File: src/rtl/ram_bist_ctrl.sv
// ram_bist_ctrl -- March C- self-test controller for a single-clock test RAM.
//
// Runs M0 up(w0), M1 up(r0,w1), M2 up(r1,w0), M3 down(r0,w1), M4 down(r1,w0),
// M5 up(r0) over the whole RAM, compares every read against the expected
// background, records the first failing location and counts all mismatches.
//
// Ports:
//   clk, rst        clock, asynchronous active-high reset
//   start           level; accepted only in IDLE or DONE
//   ram_rd_addrs    RAM read address
//   ram_wrt_addrs   RAM write address (same as read address)
//   ram_wrt_en      RAM write enable
//   ram_wrt_dat     RAM write data (0 when not writing)
//   ram_rd_dat      registered RAM read data
//   busy, done      run in progress / run finished (held until next start)
//   fail            at least one mismatch seen
//   fail_addr/exp/got  first mismatch location, expected and observed data
//   err_count       saturating mismatch count
module ram_bist_ctrl #(
  parameter int          ADDR_W  = 10,
  parameter int          DATA_W  = 8,
  parameter logic [DATA_W-1:0] PATTERN = 8'h00
) (
  input  logic              clk,
  input  logic              rst,
  input  logic              start,
  output logic [ADDR_W-1:0] ram_rd_addrs,
  output logic [ADDR_W-1:0] ram_wrt_addrs,
  output logic              ram_wrt_en,
  output logic [DATA_W-1:0] ram_wrt_dat,
  input  logic [DATA_W-1:0] ram_rd_dat,
  output logic              busy,
  output logic              done,
  output logic              fail,
  output logic [ADDR_W-1:0] fail_addr,
  output logic [DATA_W-1:0] fail_exp,
  output logic [DATA_W-1:0] fail_got,
  output logic [15:0]       err_count
);

  typedef enum logic [3:0] {IDLE, M0, M1, M2, M3, M4, M5, DRAIN, DONE} state_t;

  localparam logic [ADDR_W-1:0] A_MAX = {ADDR_W{1'b1}};
  localparam logic [ADDR_W-1:0] A_ONE = ADDR_W'(1);

  state_t            state, state_nxt;
  logic [ADDR_W-1:0] addr, addr_nxt;
  logic              ph, ph_nxt;          // 0: read phase, 1: write phase (M1-M4)
  logic              rd_vld;              // an M5 read was issued last cycle
  logic [ADDR_W-1:0] rd_vld_addr;

  logic              down, last, accept;
  logic              we_nxt;
  logic [DATA_W-1:0] dat_nxt;
  logic              cmp_en, mis;
  logic [DATA_W-1:0] cmp_exp;
  logic [ADDR_W-1:0] cmp_addr;

  // Address register doubles as the RAM address outputs.
  assign ram_rd_addrs  = addr;
  assign ram_wrt_addrs = addr;

  assign down   = (state == M3) || (state == M4);
  assign last   = down ? (addr == '0) : (addr == A_MAX);
  assign accept = ((state == IDLE) || (state == DONE)) && start;

  // State register
  always_ff @(posedge clk or posedge rst) begin
    if (rst) begin
      state       <= IDLE;
      addr        <= '0;
      ph          <= 1'b0;
      rd_vld      <= 1'b0;
      rd_vld_addr <= '0;
    end else begin
      state       <= state_nxt;
      addr        <= addr_nxt;
      ph          <= ph_nxt;
      rd_vld      <= (state == M5);
      rd_vld_addr <= addr;
    end
  end

  // Next-state logic
  always_comb begin
    state_nxt = state;
    addr_nxt  = addr;
    ph_nxt    = ph;
    unique case (state)
      IDLE, DONE: if (start) begin
        state_nxt = M0;
        addr_nxt  = '0;
        ph_nxt    = 1'b0;
      end
      M0, M5: begin
        addr_nxt = addr + A_ONE;
        if (last) begin
          state_nxt = (state == M0) ? M1 : DRAIN;
          addr_nxt  = '0;
        end
      end
      M1, M2, M3, M4: begin
        ph_nxt = ~ph;
        if (ph) begin
          addr_nxt = down ? addr - A_ONE : addr + A_ONE;
          if (last) begin
            state_nxt = state_t'(state + 4'd1);
            // M2->M3 and M3->M4 enter a descending element
            addr_nxt  = ((state == M2) || (state == M3)) ? A_MAX : '0;
          end
        end
      end
      DRAIN:   state_nxt = DONE;
      default: state_nxt = IDLE;
    endcase
  end

  // Output logic: next values of the registered outputs, plus the compare.
  always_comb begin
    we_nxt  = (state_nxt == M0) ||
              (ph_nxt && ((state_nxt == M1) || (state_nxt == M2) ||
                          (state_nxt == M3) || (state_nxt == M4)));
    dat_nxt = '0;
    if (we_nxt)
      dat_nxt = ((state_nxt == M1) || (state_nxt == M3)) ? ~PATTERN : PATTERN;

    // M1-M4 compare in the write phase, against what the previous element wrote.
    // M5 reads compare one cycle late, against the background.
    cmp_en   = 1'b0;
    cmp_exp  = PATTERN;
    cmp_addr = addr;
    if (ph && ((state == M1) || (state == M2) || (state == M3) || (state == M4))) begin
      cmp_en  = 1'b1;
      cmp_exp = ((state == M2) || (state == M4)) ? ~PATTERN : PATTERN;
    end else if (rd_vld) begin
      cmp_en   = 1'b1;
      cmp_addr = rd_vld_addr;
    end
    mis = cmp_en && (ram_rd_dat != cmp_exp);
  end

  always_ff @(posedge clk or posedge rst) begin
    if (rst) begin
      ram_wrt_en  <= 1'b0;
      ram_wrt_dat <= '0;
      busy        <= 1'b0;
      done        <= 1'b0;
      fail        <= 1'b0;
      fail_addr   <= '0;
      fail_exp    <= '0;
      fail_got    <= '0;
      err_count   <= '0;
    end else begin
      ram_wrt_en  <= we_nxt;
      ram_wrt_dat <= dat_nxt;
      busy        <= (state_nxt != IDLE) && (state_nxt != DONE);
      done        <= (state_nxt == DONE);
      if (accept) begin
        fail      <= 1'b0;
        fail_addr <= '0;
        fail_exp  <= '0;
        fail_got  <= '0;
        err_count <= '0;
      end else if (mis) begin
        if (err_count != 16'hFFFF) err_count <= err_count + 16'd1;
        if (!fail) begin
          fail      <= 1'b1;
          fail_addr <= cmp_addr;
          fail_exp  <= cmp_exp;
          fail_got  <= ram_rd_dat;
        end
      end
    end
  end

endmodule

File: config.mk
export PLATFORM = sky130hd
export DESIGN_NAME = ram_bist_ctrl
export DESIGN_NICKNAME = d
export VERILOG_FILES = /design/src/rtl/ram_bist_ctrl.sv
export SDC_FILE = /design/constraint.sdc
export NUM_CORES = 1
export LEC_CHECK = 0
export CAP_MARGIN = 20
export CORE_AREA = 3 3 98 100
export DETAILED_ROUTE_END_ITERATION = 6
export DIE_AREA = 0 0 101 103
export PLACE_DENSITY = 0.68
export SLEW_MARGIN = 10
export SYNTH_ARGS = -nofsm -noshare
export SYNTH_HDL_FRONTEND = slang
export SYNTH_SLANG_ARGS = --single-unit
File: constraint.sdc
create_clock -name clk -period 7.25 [get_ports clk]
set_clock_uncertainty 0.1 [all_clocks]
set_input_delay 1.45 -clock clk [delete_from_list [all_inputs] [get_ports clk]]
set_output_delay 1.45 -clock clk [all_outputs]
set_load 0.02 [all_outputs]
# Word level (Yosys, flattened, before mapping)
# Cells that the tools add are included.
# word_totals
ff_bits,80
in_bits,11
# op_classes
addsub,4
n_eq_ne,21
n_mux,38
bitwise,1
reduce_logical,29
# ops
cell,count
$mux 10,11
$mux 8,10
$mux 16,3
$pmux 10 s3,1
$eq 4x3->1 const B,6
$add 16x1->16 const B,1
$eq 4x2->1 const B,4
$mux 4,4
$ne 16x16->1 const B,1
$pmux 4 s4,1
$logic_or 1x1->1,12
$add 10x1->10 const B,1
$eq 10x10->1 const B,1
$logic_not 10->1,1
$sub 10x1->10 const B,1
$eq 4x1->1 const B,2
$eq 4x4->1 const B,2
$ne 8x8->1,1
$mux 1,6
$logic_and 1x1->1,5
$add 4x1->4 const B,1
$logic_not 4->1,1
$ne 2x2->1 const B,2
$ne 4x4->1 const B,1
11 further kinds,14

# Longest topological paths before layout
# depth
depth_word,13
ltp_mapped,11
mapped_depth_nobuf,10

# Worst setup path after synthesis
# OpenSTA, ideal clock, no wires.
# synth_timing
path_type,in2reg
from,input ram_rd_dat[7]
to,register fail_addr[0]
t_arrival_ns,2.958
required_time_ns,7.051
slack_ns,4.093
cell_stages,7
path_cell_list,nand4_1 or4_1 o221ai_1 nor2_1 clkbuf_1 buf_2 a311oi_1
# synth_via
elab_chain_cells,4
# synth_rtl
element,line,text
start: declaration,31,"input logic [DATA_W-1:0] ram_rd_dat,"
$ne 8x8->1,139,mis = cmp_en && (ram_rd_dat != cmp_exp);
$logic_and 1x1->1,139,
$reduce_bool 2->1 (no source line),--,
$reduce_and 2->1 (no source line),--,
end signal: assignment,168,fail_addr <= cmp_addr;
end: declaration,35,"output logic [ADDR_W-1:0] fail_addr,"
# No other way between the ends.
# A chain may end at the register's enable or synchronous reset.

# Worst setup path in the final report
# layout_timing
from,register state[0]
to,register fail_addr[8]
# layout_via
elab_chain_cells,10
elab_cells_between_ends,25
classes_between,eq/ne: 7; mux: 7; reduce/logical: 11
# layout_rtl
element,line,text
start: declaration,46,"state_t state, state_nxt;"
start signal: assignment,76,state <= state_nxt;
$eq 4x2->1 (on tied branches),"132, 134",
$logic_or 1x1->1 (3 in series),132,if (ph && ((state == M1) || (state == M2) || (state == M3) || (state == M4))) begin
$logic_and 1x1->1,132,
$mux 8,132,
$ne 8x8->1,139,
$logic_and 1x1->1,139,
$reduce_bool 2->1 (no source line),--,
$reduce_and 2->1 (no source line),--,
# Several ways; a longest one is shown, not always the timed one. The select of a mux whose other input is x is not followed.

==> results.yml <==
routing:
  route.met3.wl_um: 486
  met2WireLength_um: 4540
  vias: 3272
  wl_per_cell_um: 16.1
  drtAntennaViolNets: 0
  drtIter0Drc: 125
  drt-met1-wl_um: 4280
  drc: 0
  top_layer_used: "met4"
  viasPerCell: 5.60
  drtPass1Iterations: 4
  finalWirelength_um: 9370
clock_tree:
  clkLatencyLatePin_ps: 340
  postCtsHoldBufs: 0
  cts.sinks: 66
  clockBufferDepth: 2
  cts-root-buf: "clkbuf_8"
  cts_inserted_buffers: 9
  cts_resized: 0
  cts_tree: "yes"
  post_cts_buffers: 0
  h-tree-depth: 3
  cts.clk_slew.worst_paths_ps: 80
worst_setup_path:
  end_kind: "flip-flop"
  slowest_stage: "or4_1"
  crit_end: "fail_addr[8]"
  path_cells: "inv_1 -> ha_1 -> nor3b_1 -> or4_1 -> o221ai_1 -> nor2_2 -> buf_4 -> nor2_1 -> a311oi_1"
  cp_data_required_time_ps: 7380
  critPathMaxStageDelay_ps: 560
  path_depth: 9
  crit_family: "simple AND/OR/NAND/NOR gates"
  r2r_setup_slack_ps: 3610
  r2r_end: "fail_addr[8]"
  r2r_start: "state[0]"
  crit_path_start_kind: "flip-flop"
  path_max_fanout: 21
  reg2reg_depth: 9
  crit_buf_inv: 2
  setup.worst_path.start: "state[0]"
  critPathArrivalTime_ps: 3770
  critical_path_class: "reg2reg"
power_and_ir_drop:
  p_sw_share_pct: 36.3
  internal_power_mw: 0.690
  clkPwrFrac_pct: 28.8
  power.leakage_nw: 1.94
  combPwrFrac_pct: 31.4
  total_power_mw: 1.08
  ir_drop_v: 0.000166
  switchingPower_mw: 0.394
  p_per_area_nw_per_um2: 227
  seq_power_share_pct: 39.9
synthesis:
  synth_edf_count: 0
  synth-seq-cells: 66
  synth.net_count: 438
  seq_area_frac_synth_pct: 42.5
  synth-async-reset-ratio_pct: 100
  synth_cell_types: 65
  avgSynthCellArea_um2: 9.25
  syn_inst: 420
  netlist_area_um2: 3880
  ys.flop_type: "dfrtp_1"
  yosys_warnings: 0
sta:
  clock.fmax_mhz: 275
  hold_slack_ps: 427
  relSlewSlack_pct: 39.0
  finalSetupViolations: 0
  finalSetupTns_ps: 0
  tightest_slew_ps: 910
  min_period_ps: 3640
  rsz0062_at_grt: "false"
  finalHoldViolCount: 0
  finalCritPeriodShare_pct: 50.2
  finalMaxSlewViolations: 0
die:
  dieArea_um2: 10400
  io_pins: 85
  dieHeight_um: 103
  die_x_um: 101
  rows: 34
  start_util_pct: 44.3
  core_area_um2: 8760
cells_and_area:
  fin_cells: 584
  layout_commonest_cell: "clkdlybuf4s50_1"
  fin_util_pct: 54.6
  most-common-layout-cells: "84 x clkdlybuf4s50_1, 66 x dfrtp_1, 51 x nor2_1"
  drive_above_1_share_pct: 9.66
  nets: 489
  area_growth_pct: 23.2
  fillers: 795
  num_antenna_cells: 0
placement:
  io_buffers: 84
  globalplace.congestion: 0.869
  hpwl_um: 6580
  dp.cells: 568
global_route:
  grt_max_degree: 67
  antenna_found_initial: 0
  grt_pass1_vias: 3105
  track_usage_pct: 18.6
  overflow: 0
  grt_pass1_wl_um: 15500
hold_path:
  min_path_type: "reg2reg"
job:
  drv_cap: 0
status:
  outcome: "completed"
==> cells by family after synthesis <==
| family | synth area share [%] |
|---|---|
| fa+ha+maj | 2.25 |
| buf+inv | 9.08 |
| compound gates | 15.4 |
| mux | 3.35 |
| flops | 42.5 |
| xor+xnor | 5.19 |
| simple gates | 22.2 |
==> layer usage <==
metal	track usage (%)	vias up
met3	4.67	6
met1	25.4	1609
met2	30.0	86
met5	0	-
met4	4.09	0
li1	-	1571
==> power groups by stage <==
stage	Clock (mW)	Sequential [mW]	Combinational, mW
2_1_floorplan	0	0.439	0.243
3_3_place_gp	0	0.438	0.333
3_5_place_dp	0	0.439	0.337
4_1_cts	0.323	0.432	0.339
5_1_grt	0.339	0.437	0.375
6_report	0.312	0.432	0.340
==> flip-flops by register name (all words and copies together), names as in the netlist <==
register / count
fail_addr: 10
ram_wrt_dat: 1
ph: 1
err_count: 16
rd_vld: 1
state: 4
fail: 1
fail_got: 8
ram_rd_addrs: 10
rd_vld_addr: 10
ram_wrt_en: 1
done: 1
busy: 1
fail_exp: 1
==> worst register-to-register path, delay by kind of cell (launching register included) <==
family | cells | cell delay, ps
AND/OR/NAND/NOR | 4 | 1530
flip-flops | 1 | 500
buffers and inverters | 2 | 460
AO/OA/AOI/OAI | 2 | 630
adder cells (fa/ha/maj) | 1 | 300
==> how the worst min path moves through the flow <==
stage                   startpoint      endpoint  cells after the start
detailed placement     fail_got[3]   fail_got[3]                      2
finish                 fail_got[3]   fail_got[3]                      2
CTS                    fail_got[0]   fail_got[0]                      2
global placement       fail_got[5]   fail_got[5]                      2
floorplan           rd_vld_addr[8]  fail_addr[8]                      2
global route        rd_vld_addr[9]  fail_addr[9]                      2
==> synth_stat cells (3+ instances only) <==
cell type  instances  share of area (%)
dfrtp_1           66                 43
nor2_1            52                5.0
nand2_1           32                3.1
buf_4             24                4.6
nand3_1           20                2.6
a21oi_1           14                1.8
nor3_1            14                1.8
mux2i_1           13                3.3
xnor2_1           13                2.9
a311oi_1          11                2.5
inv_1             11                1.1
clkbuf_1          10               0.97
o21ai_1           10                1.3
xor2_1            10                2.3
buf_2              9                1.2
o21ai_0            9                1.2
and3_1             7                1.1
ha_1               7                2.3
a221o_1            6                1.5
and2_1             5               0.81
or2_2              5               0.81
nand4_1            4               0.64
or3_1              4               0.64
or4_1              4               0.77
a211oi_1           3               0.58
a21o_1             3               0.58
and4_1             3               0.68
buf_6              3               0.87
inv_2              3               0.29
nor2b_1            3               0.48
nor4_1             3               0.48
nor4b_1            3               0.68
==> per-stage QoR <==
step | cell area [µm²] | worst slack, ps
final | 4780 | 3610
after global routing | 4780 | 3240
after CTS | 4780 | 3550
after detailed placement | 4590 | 3230
after global placement | 4590 | 3340
after floorplan | 3880 | 4050
==> cell type report <==
cell class	instances	area, µm²	area share, %
multi-input cells	293	1880	39.4
flip-flops and latches	66	1650	34.5
repair buffers	87	863	18.0
well taps	108	135	2.82
clock buffers	9	124	2.59
clock inverters	7	75.1	1.57
inverters	14	52.6	1.10
No activity file was read; power rests on OpenSTA's default activity.
